### config.mk
export PLATFORM = sky130hd
export DESIGN_NAME = pipe_hazard_ctrl
export DESIGN_NICKNAME = d
export VERILOG_FILES = /design/src/rtl/pipe_hazard_ctrl.sv
export SDC_FILE = /design/constraint.sdc
export NUM_CORES = 1
export LEC_CHECK = 0
export BUFFER_PORTS_ARGS = -buffer_cell sky130_fd_sc_hd__buf_2
export CAP_MARGIN = 20
export CORE_AREA = 4 4 53 55
export CTS_BUF_LIST = sky130_fd_sc_hd__clkbuf_16
export CTS_CLUSTER_DIAMETER = 150
export DETAILED_ROUTE_END_ITERATION = 10
export DIE_AREA = 0 0 57 59
export GPL_TIMING_DRIVEN = 0
export PLACE_DENSITY = 0.77
export SLEW_MARGIN = 20
export SYNTH_ARGS = -nofsm -noshare
export SYNTH_HDL_FRONTEND = slang
export SYNTH_SLANG_ARGS = --single-unit
export TNS_END_PERCENT = 10
### constraint.sdc
create_clock -name clk -period 1.8 [get_ports clk]
set_input_delay 0.09 -clock clk [delete_from_list [all_inputs] [get_ports clk]]
set_output_delay 0.09 -clock clk [all_outputs]
set_load 0.02 [all_outputs]
### src/rtl/pipe_hazard_ctrl.sv
// Pipeline sequencing / hazard controller for the 5-stage MIPS core: load-use stalls,
// MEM redirect flushes, syscall halt and mult/div busy sequencing. Optional macro: HAZARD_PERF_CNT_EN.
module pipe_hazard_ctrl #(
    parameter int MULT_LAT = 4,
    parameter int DIV_LAT  = 32,
    parameter int CNT_W    = 6
) (
    input  logic        clk,
    input  logic        rst_n,
    input  logic [4:0]  id_rs,
    input  logic [4:0]  id_rt,
    input  logic        id_uses_rs,
    input  logic        id_uses_rt,
    input  logic        id_hilo_use,
    input  logic        ex_is_load,
    input  logic        ex_rf_wen,
    input  logic [4:0]  ex_waddr,
    input  logic        ex_md_valid,
    input  logic        ex_md_is_mult,
    input  logic        mem_redirect,
    input  logic        wb_syscall,
    output logic        pc_en,
    output logic        if_id_en,
    output logic        if_id_clr,
    output logic        id_ex_clr,
    output logic        ex_mem_clr,
    output logic        md_start,
    output logic        md_busy,
    output logic        md_done,
    output logic        halted,
    output logic [15:0] perf_stall_cnt,
    output logic [15:0] perf_flush_cnt
);

    typedef enum logic [1:0] {
        RUN     = 2'd0,
        MD_WAIT = 2'd1,
        HALT    = 2'd2
    } state_t;

    localparam logic [CNT_W-1:0] MULT_CNT = CNT_W'(MULT_LAT - 1);
    localparam logic [CNT_W-1:0] DIV_CNT  = CNT_W'(DIV_LAT - 1);

    state_t           state_q, state_d;
    logic [CNT_W-1:0] cnt_q, cnt_d;
    logic             md_busy_q, md_busy_d;

    logic load_use;
    logic md_hold;
    logic stall;
    logic in_halt;

    always_comb begin
        in_halt  = (state_q == HALT);
        load_use = ex_is_load & ex_rf_wen & (ex_waddr != 5'd0) &
                   ((id_uses_rs & (id_rs == ex_waddr)) | (id_uses_rt & (id_rt == ex_waddr)));
        // A md op in EX is younger than a redirecting branch in MEM, so it must not start.
        md_start = ex_md_valid & (state_q == RUN) & ~mem_redirect & ~in_halt;
        md_done  = md_busy_q & (cnt_q == '0);
        md_hold  = id_hilo_use & ((state_q == MD_WAIT) | md_start);
        stall    = load_use | md_hold;
    end

    always_comb begin
        pc_en      = 1'b1;
        if_id_en   = 1'b1;
        if_id_clr  = 1'b0;
        id_ex_clr  = 1'b0;
        ex_mem_clr = 1'b0;
        if (in_halt) begin
            pc_en     = 1'b0;
            if_id_en  = 1'b0;
            id_ex_clr = 1'b1;
        end else if (mem_redirect) begin
            if_id_clr  = 1'b1;
            id_ex_clr  = 1'b1;
            ex_mem_clr = 1'b1;
        end else if (stall) begin
            pc_en     = 1'b0;
            if_id_en  = 1'b0;
            id_ex_clr = 1'b1;
        end
    end

    // The busy counter runs independently of the FSM so an op in flight finishes even after HALT.
    always_comb begin
        state_d   = state_q;
        cnt_d     = cnt_q;
        md_busy_d = md_busy_q;
        if (md_busy_q) begin
            if (cnt_q == '0) begin
                md_busy_d = 1'b0;
            end else begin
                cnt_d = cnt_q - 1'b1;
            end
        end
        if (md_start) begin
            md_busy_d = 1'b1;
            cnt_d     = ex_md_is_mult ? MULT_CNT : DIV_CNT;
        end
        case (state_q)
            RUN:     if (md_start) state_d = MD_WAIT;
            MD_WAIT: if (md_done)  state_d = RUN;
            default: state_d = HALT;
        endcase
        if (wb_syscall) state_d = HALT;
    end

    always_ff @(posedge clk or negedge rst_n) begin
        if (!rst_n) begin
            state_q   <= RUN;
            cnt_q     <= '0;
            md_busy_q <= 1'b0;
        end else begin
            state_q   <= state_d;
            cnt_q     <= cnt_d;
            md_busy_q <= md_busy_d;
        end
    end

    assign md_busy = md_busy_q;
    assign halted  = in_halt;

`ifdef HAZARD_PERF_CNT_EN
    logic [15:0] stall_cnt_q, stall_cnt_d;
    logic [15:0] flush_cnt_q, flush_cnt_d;

    always_comb begin
        stall_cnt_d = stall_cnt_q;
        flush_cnt_d = flush_cnt_q;
        if (stall & ~mem_redirect & ~in_halt & (stall_cnt_q != 16'hFFFF))
            stall_cnt_d = stall_cnt_q + 16'd1;
        if (mem_redirect & ~in_halt & (flush_cnt_q != 16'hFFFF))
            flush_cnt_d = flush_cnt_q + 16'd1;
    end

    always_ff @(posedge clk or negedge rst_n) begin
        if (!rst_n) begin
            stall_cnt_q <= 16'h0000;
            flush_cnt_q <= 16'h0000;
        end else begin
            stall_cnt_q <= stall_cnt_d;
            flush_cnt_q <= flush_cnt_d;
        end
    end

    assign perf_stall_cnt = stall_cnt_q;
    assign perf_flush_cnt = flush_cnt_q;
`else
    assign perf_stall_cnt = 16'h0000;
    assign perf_flush_cnt = 16'h0000;
`endif

endmodule

# Yosys cells after proc, flatten, opt, wreduce, memory -nomap -nowiden
# Index checks and enable logic that the tools add are counted.
[word_totals]
reg_bits = 9
input_bits = 26
elab_cells = 51
[classes]
add_sub_neg = 1
eq_ne = 7
n_mux = 19
bitwise = 15
reduce_logical = 6
[op_table]
columns = ["op", "count"]
rows = [
  ["$mux W6", 3],
  ["$mux W1", 11],
  ["$and A1 B1 Y1", 10],
  ["$eq A5 B5 Y1", 2],
  ["$logic_not A6 Y1", 1],
  ["$mux W2", 3],
  ["$ne A3 B3 Y1 const B", 2],
  ["$sub A6 B1 Y6 const B", 1],
  ["$mux W5", 1],
  ["$reduce_bool A5 Y1", 1],
  ["$pmux W2 S2", 1],
  ["$reduce_and A2 Y1", 2],
  ["$or A1 B1 Y1", 3],
  ["$eq A2 B1 Y1 const B", 1],
  ["$eq A2 B2 Y1 const B", 1],
  ["$logic_not A2 Y1", 1],
  ["$ne A2 B2 Y1 const B", 1],
  ["$not A1 Y1", 2],
  ["$reduce_bool A2 Y1", 1],
]

# Longest topological paths before layout
[depth]
depth_word = 10
mapped_depth = 7
mapped_depth_nobuf = 6

# Worst setup path before layout
# Ideal clock, no wire load.
[synth_path]
path_type = "reg-to-reg"
from = "register cnt_q[0]"
to = "register state_q[0]"
arrival_ns = 1.854
path_slack_ns = -0.212
stages_incl_launch_ff = 6
path_buffers = 0
period_less_slack_ns = 2.012
cell_sequence = "dfrtp_1 > inv_1 > ha_1 > or4b_4 > nor3b_1 > a211oi_1"
[synth_via]
elab_chain_cells = 4
[synth_rtl]
columns = ["item", "line", "text"]
rows = [
  ["start, declared", "45", "logic [CNT_W-1:0] cnt_q, cnt_d;"],
  ["start signal, assigned", "116", "cnt_q <= cnt_d;"],
  ["$logic_not A6 Y1", "59", "md_done = md_busy_q & (cnt_q == '0);"],
  ["$and A1 B1 Y1", "59", ""],
  ["net md_done", "29", "output logic md_done,"],
  ["$ne A3 B3 Y1 (no line)", "--", ""],
  ["$reduce_and A2 Y1 (no line)", "--", ""],
  ["end signal, assigned", "115", "state_q <= state_d;"],
  ["end, declared", "44", "state_t state_q, state_d;"],
]
# The timed path passes the listed nets, and every way through them passes these cells.
# A chain may end at the register's enable or synchronous reset.

# Worst setup path after layout
[layout_path]
from = "register state_q[0]"
to = "output pc_en"
[layout_via]
elab_chain_cells = 10
elab_cells_between_ends = 13
cone_classes = "eq/ne: 2; mux: 3; bitwise: 7; reduce/logical: 1"
[layout_rtl]
columns = ["item", "line", "text"]
rows = [
  ["$logic_not A2 Y1", "58", "md_start = ex_md_valid & (state_q == RUN) & ~mem_redirect & ~in_halt;"],
  ["$and A1 B1 Y1 (3 in series)", "58", ""],
  ["$or A1 B1 Y1", "60", "md_hold = id_hilo_use & ((state_q == MD_WAIT) | md_start);"],
  ["$and A1 B1 Y1", "60", ""],
  ["$or A1 B1 Y1", "61", "stall = load_use | md_hold;"],
  ["$mux W1", "78", "end else if (stall) begin"],
  ["$mux W1", "74", "end else if (mem_redirect) begin"],
  ["$mux W1 *", "70", "if (in_halt) begin"],
  ["end, declared", "22", "output logic pc_en,"],
]
# Every way passes the cells marked *; elsewhere a longest branch is shown, timed or not.

==> results.json <==
{
  "status": "finished, violations left",
  "violations": "setup timing",
  "hold_depth": 2,
  "grt_start_max_net_pins": 10,
  "slew_viol_final": 0,
  "powerDensity_nw_per_um2": 942.6,
  "clockPowerShare": 0.297,
  "final_util": 0.5907,
  "crit_top_cell": "o21ai_2",
  "max_cap_violations": 0,
  "r2r_end": "cnt_q[2]",
  "ys_warn_count": 0,
  "ir_drop_mv": 0.8914,
  "syn-mean-instance-area_um2": 8.711,
  "syn-instance-count": 105,
  "synthToLayoutAreaGrowth_pct": 54.17,
  "hold_start": "wb_syscall",
  "start_util": 0.3831,
  "viasPerCell": 4.134,
  "drtIter0Drc": 24,
  "antenna_found_initial": 0,
  "grt_pass1_wl_um": 3443,
  "num_vias": 864,
  "start_kind": "flop",
  "netlist_area_um2": 914.6,
  "seq_power_share": 0.309,
  "clkSlewWorstSetupHoldPaths_ns": 0.04,
  "crit_chain": "or4b_4 > inv_4 > o21ai_2 > o21ai_2 > a22oi_2 > buf_4 > buf_6",
  "yosysUniqueCellTypes": 32,
  "use_met3": 0.05011,
  "routed_wl_um": 2297,
  "place_area_um2": 1244,
  "critPathMaxStageDelay_ns": 0.54,
  "antennaDiodeCount": 0,
  "top_usage_layer": "met2",
  "antenna_left": 0,
  "cp_data_required_time_ns": 1.71,
  "synth_seq_cells": 9,
  "grtUsageMet2": 0.2333,
  "cts_root_buf": "clkbuf_16",
  "p_comb_frac": 0.394,
  "row_count": 18,
  "io_buffer_count": 34,
  "cts_tree": "done",
  "die_h_um": 59,
  "dieArea_um2": 3363,
  "cts_buffers": 3,
  "arrival_ns": 1.77,
  "cts.sinks": 9,
  "drive_gt1_frac": 0.4972,
  "crit_fanout": 2,
  "intPower_uw": 826.4,
  "htreeDepth": 1,
  "gr-usage-all-layers": 0.1316,
  "p_leak_uw": 0.0007665,
  "endpoint_kind": "primary output",
  "reg2regPathDepth": 6,
  "criticalPathCategory": "reg -> out",
  "period_minus_slack_ns": 1.864,
  "p_sw_frac": 0.3783,
  "rsz0062_at_grt": "yes",
  "hold_viol": 0,
  "layout_common_cells": "buf_4 (39), conb_1 (32), buf_2 (31), xnor2_1 (11), dfrtp_1 (9)",
  "nFillCells": 225,
  "die_x_um": 57,
  "nNetsFinal": 208,
  "r2r_setup_slack_ns": 0.02,
  "hp-class": "in -> reg",
  "clock_path_buffers": 2,
  "finalWorstSetupSlack_ns": -0.06365,
  "layout_commonest_cell": "buf_4",
  "fmax_ghz": 0.5366,
  "first_pass_iters": 2,
  "setup_viol": 2,
  "r2r_start": "cnt_q[0]",
  "dp_hpwl_um": 1786,
  "p_sw_uw": 502.7,
  "grt_pass1_vias": 804,
  "grtUsageMet1": 0.1344,
  "placeableCoreArea_um2": 2387,
  "place.gp.congestion": 0.9413,
  "clk_latency_ns": 0.24,
  "layout_worst_path_cycle_share": 1.035,
  "fin_hold_ws_ns": 0.06447,
  "final_area_um2": 1410,
  "whs_endpoint": "state_q[1]",
  "avgRoutedWirePerCell_um": 10.99,
  "drc": 0,
  "cpMaxStageDelayCell": "or4b_4",
  "seq_area_frac_synth": 0.2462,
  "ios": 67,
  "finClkSkew_ns": 0.001803,
  "global_route.overflow_total": 0
}
-- logic make-up (layout without fill, tap and decap cells) --
| kind of cell | after synthesis | after routing | share of synthesized area |
|---|---|---|---|
| other | 1 | 32 | 0.004100 |
| buffers and inverters | 40 | 83 | 0.3105 |
| adder cells (fa/ha/maj) | 2 | 2 | 0.02736 |
| AND/OR/NAND/NOR | 22 | 22 | 0.1354 |
| XOR/XNOR | 14 | 14 | 0.1341 |
| flip-flops | 9 | 9 | 0.2462 |
| AO/OA/AOI/OAI | 17 | 17 | 0.1423 |
-- worst max path at each step --
| stage | cells past startpoint | endpoint | start |
|---|---|---|---|
| after CTS | 8 | pc_en | state_q[0] |
| after global placement | 8 | pc_en | state_q[1] |
| after global routing | 7 | pc_en | state_q[0] |
| final | 7 | pc_en | state_q[0] |
| after floorplan | 7 | pc_en | state_q[1] |
| after detailed placement | 8 | pc_en | state_q[1] |
-- worst max-delay path, delay by kind of cell, from the launching register on --
family                 cells  cell delay [ns]
DFF                        1             0.37
buffers and inverters      3             0.33
AOI/OAI and AO/OA          3             0.29
and+or+nand+nor            1             0.54
-- power by group through the flow --
stage,clock [µW],sequential [µW],combinational (µW)
after detailed placement,0,393,494
after CTS,394,401,511
after global routing,412,424,574
after floorplan,0,389,383
after global placement,0,389,476
final,395,411,523
-- registers in the layout (all words and copies together) (netlist names) --
signal   cells
md_busy      1
state_q      2
cnt_q        6
-- synthesized netlist by cell type (all sizes together) --
cell | instances | area, µm²
a211o | 1 | 8.760
a211oi | 1 | 7.510
a21oi | 2 | 10.01
a22oi | 1 | 7.510
a31oi | 1 | 6.260
and2 | 1 | 6.260
buf | 35 | 262.8
conb | 1 | 3.750
dfrtp | 9 | 225.2
ha | 2 | 25.02
inv | 5 | 21.27
nand2 | 7 | 26.28
nand2b | 1 | 6.260
nand4 | 2 | 12.51
nor2 | 4 | 15.01
nor3 | 1 | 5.000
nor3b | 1 | 7.510
o2111a | 1 | 11.26
o2111ai | 1 | 8.760
o211a | 1 | 10.01
o211ai | 3 | 22.52
o21ai | 4 | 31.28
o22ai | 1 | 6.260
or2 | 1 | 6.260
or3 | 1 | 7.510
or4 | 1 | 7.510
or4b | 2 | 23.77
xnor2 | 11 | 96.34
xor2 | 3 | 26.28
-- area by class of cell --
class	instances	area [µm²]	share of cell area
buffer	34	255.2	0.1810
clock buffer	3	75.07	0.05324
clock inverter	1	3.754	0.002662
inverter	5	21.27	0.01508
multi-input combinational	87	555.5	0.3940
sequential	9	225.2	0.1597
tap	30	37.54	0.02662
timing repair buffer	40	236.5	0.1677
-- layer usage --
| layer | wire (µm) | up-vias |
|---|---|---|
| li1 | - | 434 |
| met1 | 783 | 369 |
| met2 | 1129 | 53 |
| met3 | 306 | 8 |
| met4 | 77 | 0 |
| met5 | 0 | - |
-- metrics by stage --
| step | setup slack (ns) | power, µW | cells | setup TNS, ns |
|---|---|---|---|---|
| floorplan | -0.04462 | 771.5 | 136 | -0.04462 |
| global placement | -0.06831 | 865.0 | 200 | -0.06831 |
| detailed placement | -0.09478 | 887.3 | 200 | -0.09478 |
| CTS | -0.2166 | 1306 | 209 | -0.4285 |
| global route | -0.1521 | 1410 | 209 | -0.4183 |
| finish | -0.06365 | 1329 | 209 | -0.1251 |
-- timing repair --
item,in CTS,in global routing
resized for setup,10,5
gates cloned,0,0
hold buffers,1,0
endpoints found under the setup margin,4,6
buffers inserted,4,1
pin swaps,5,2
hold endpoints to repair,9,0
Note: power is estimated with default switching activity, not from simulation.
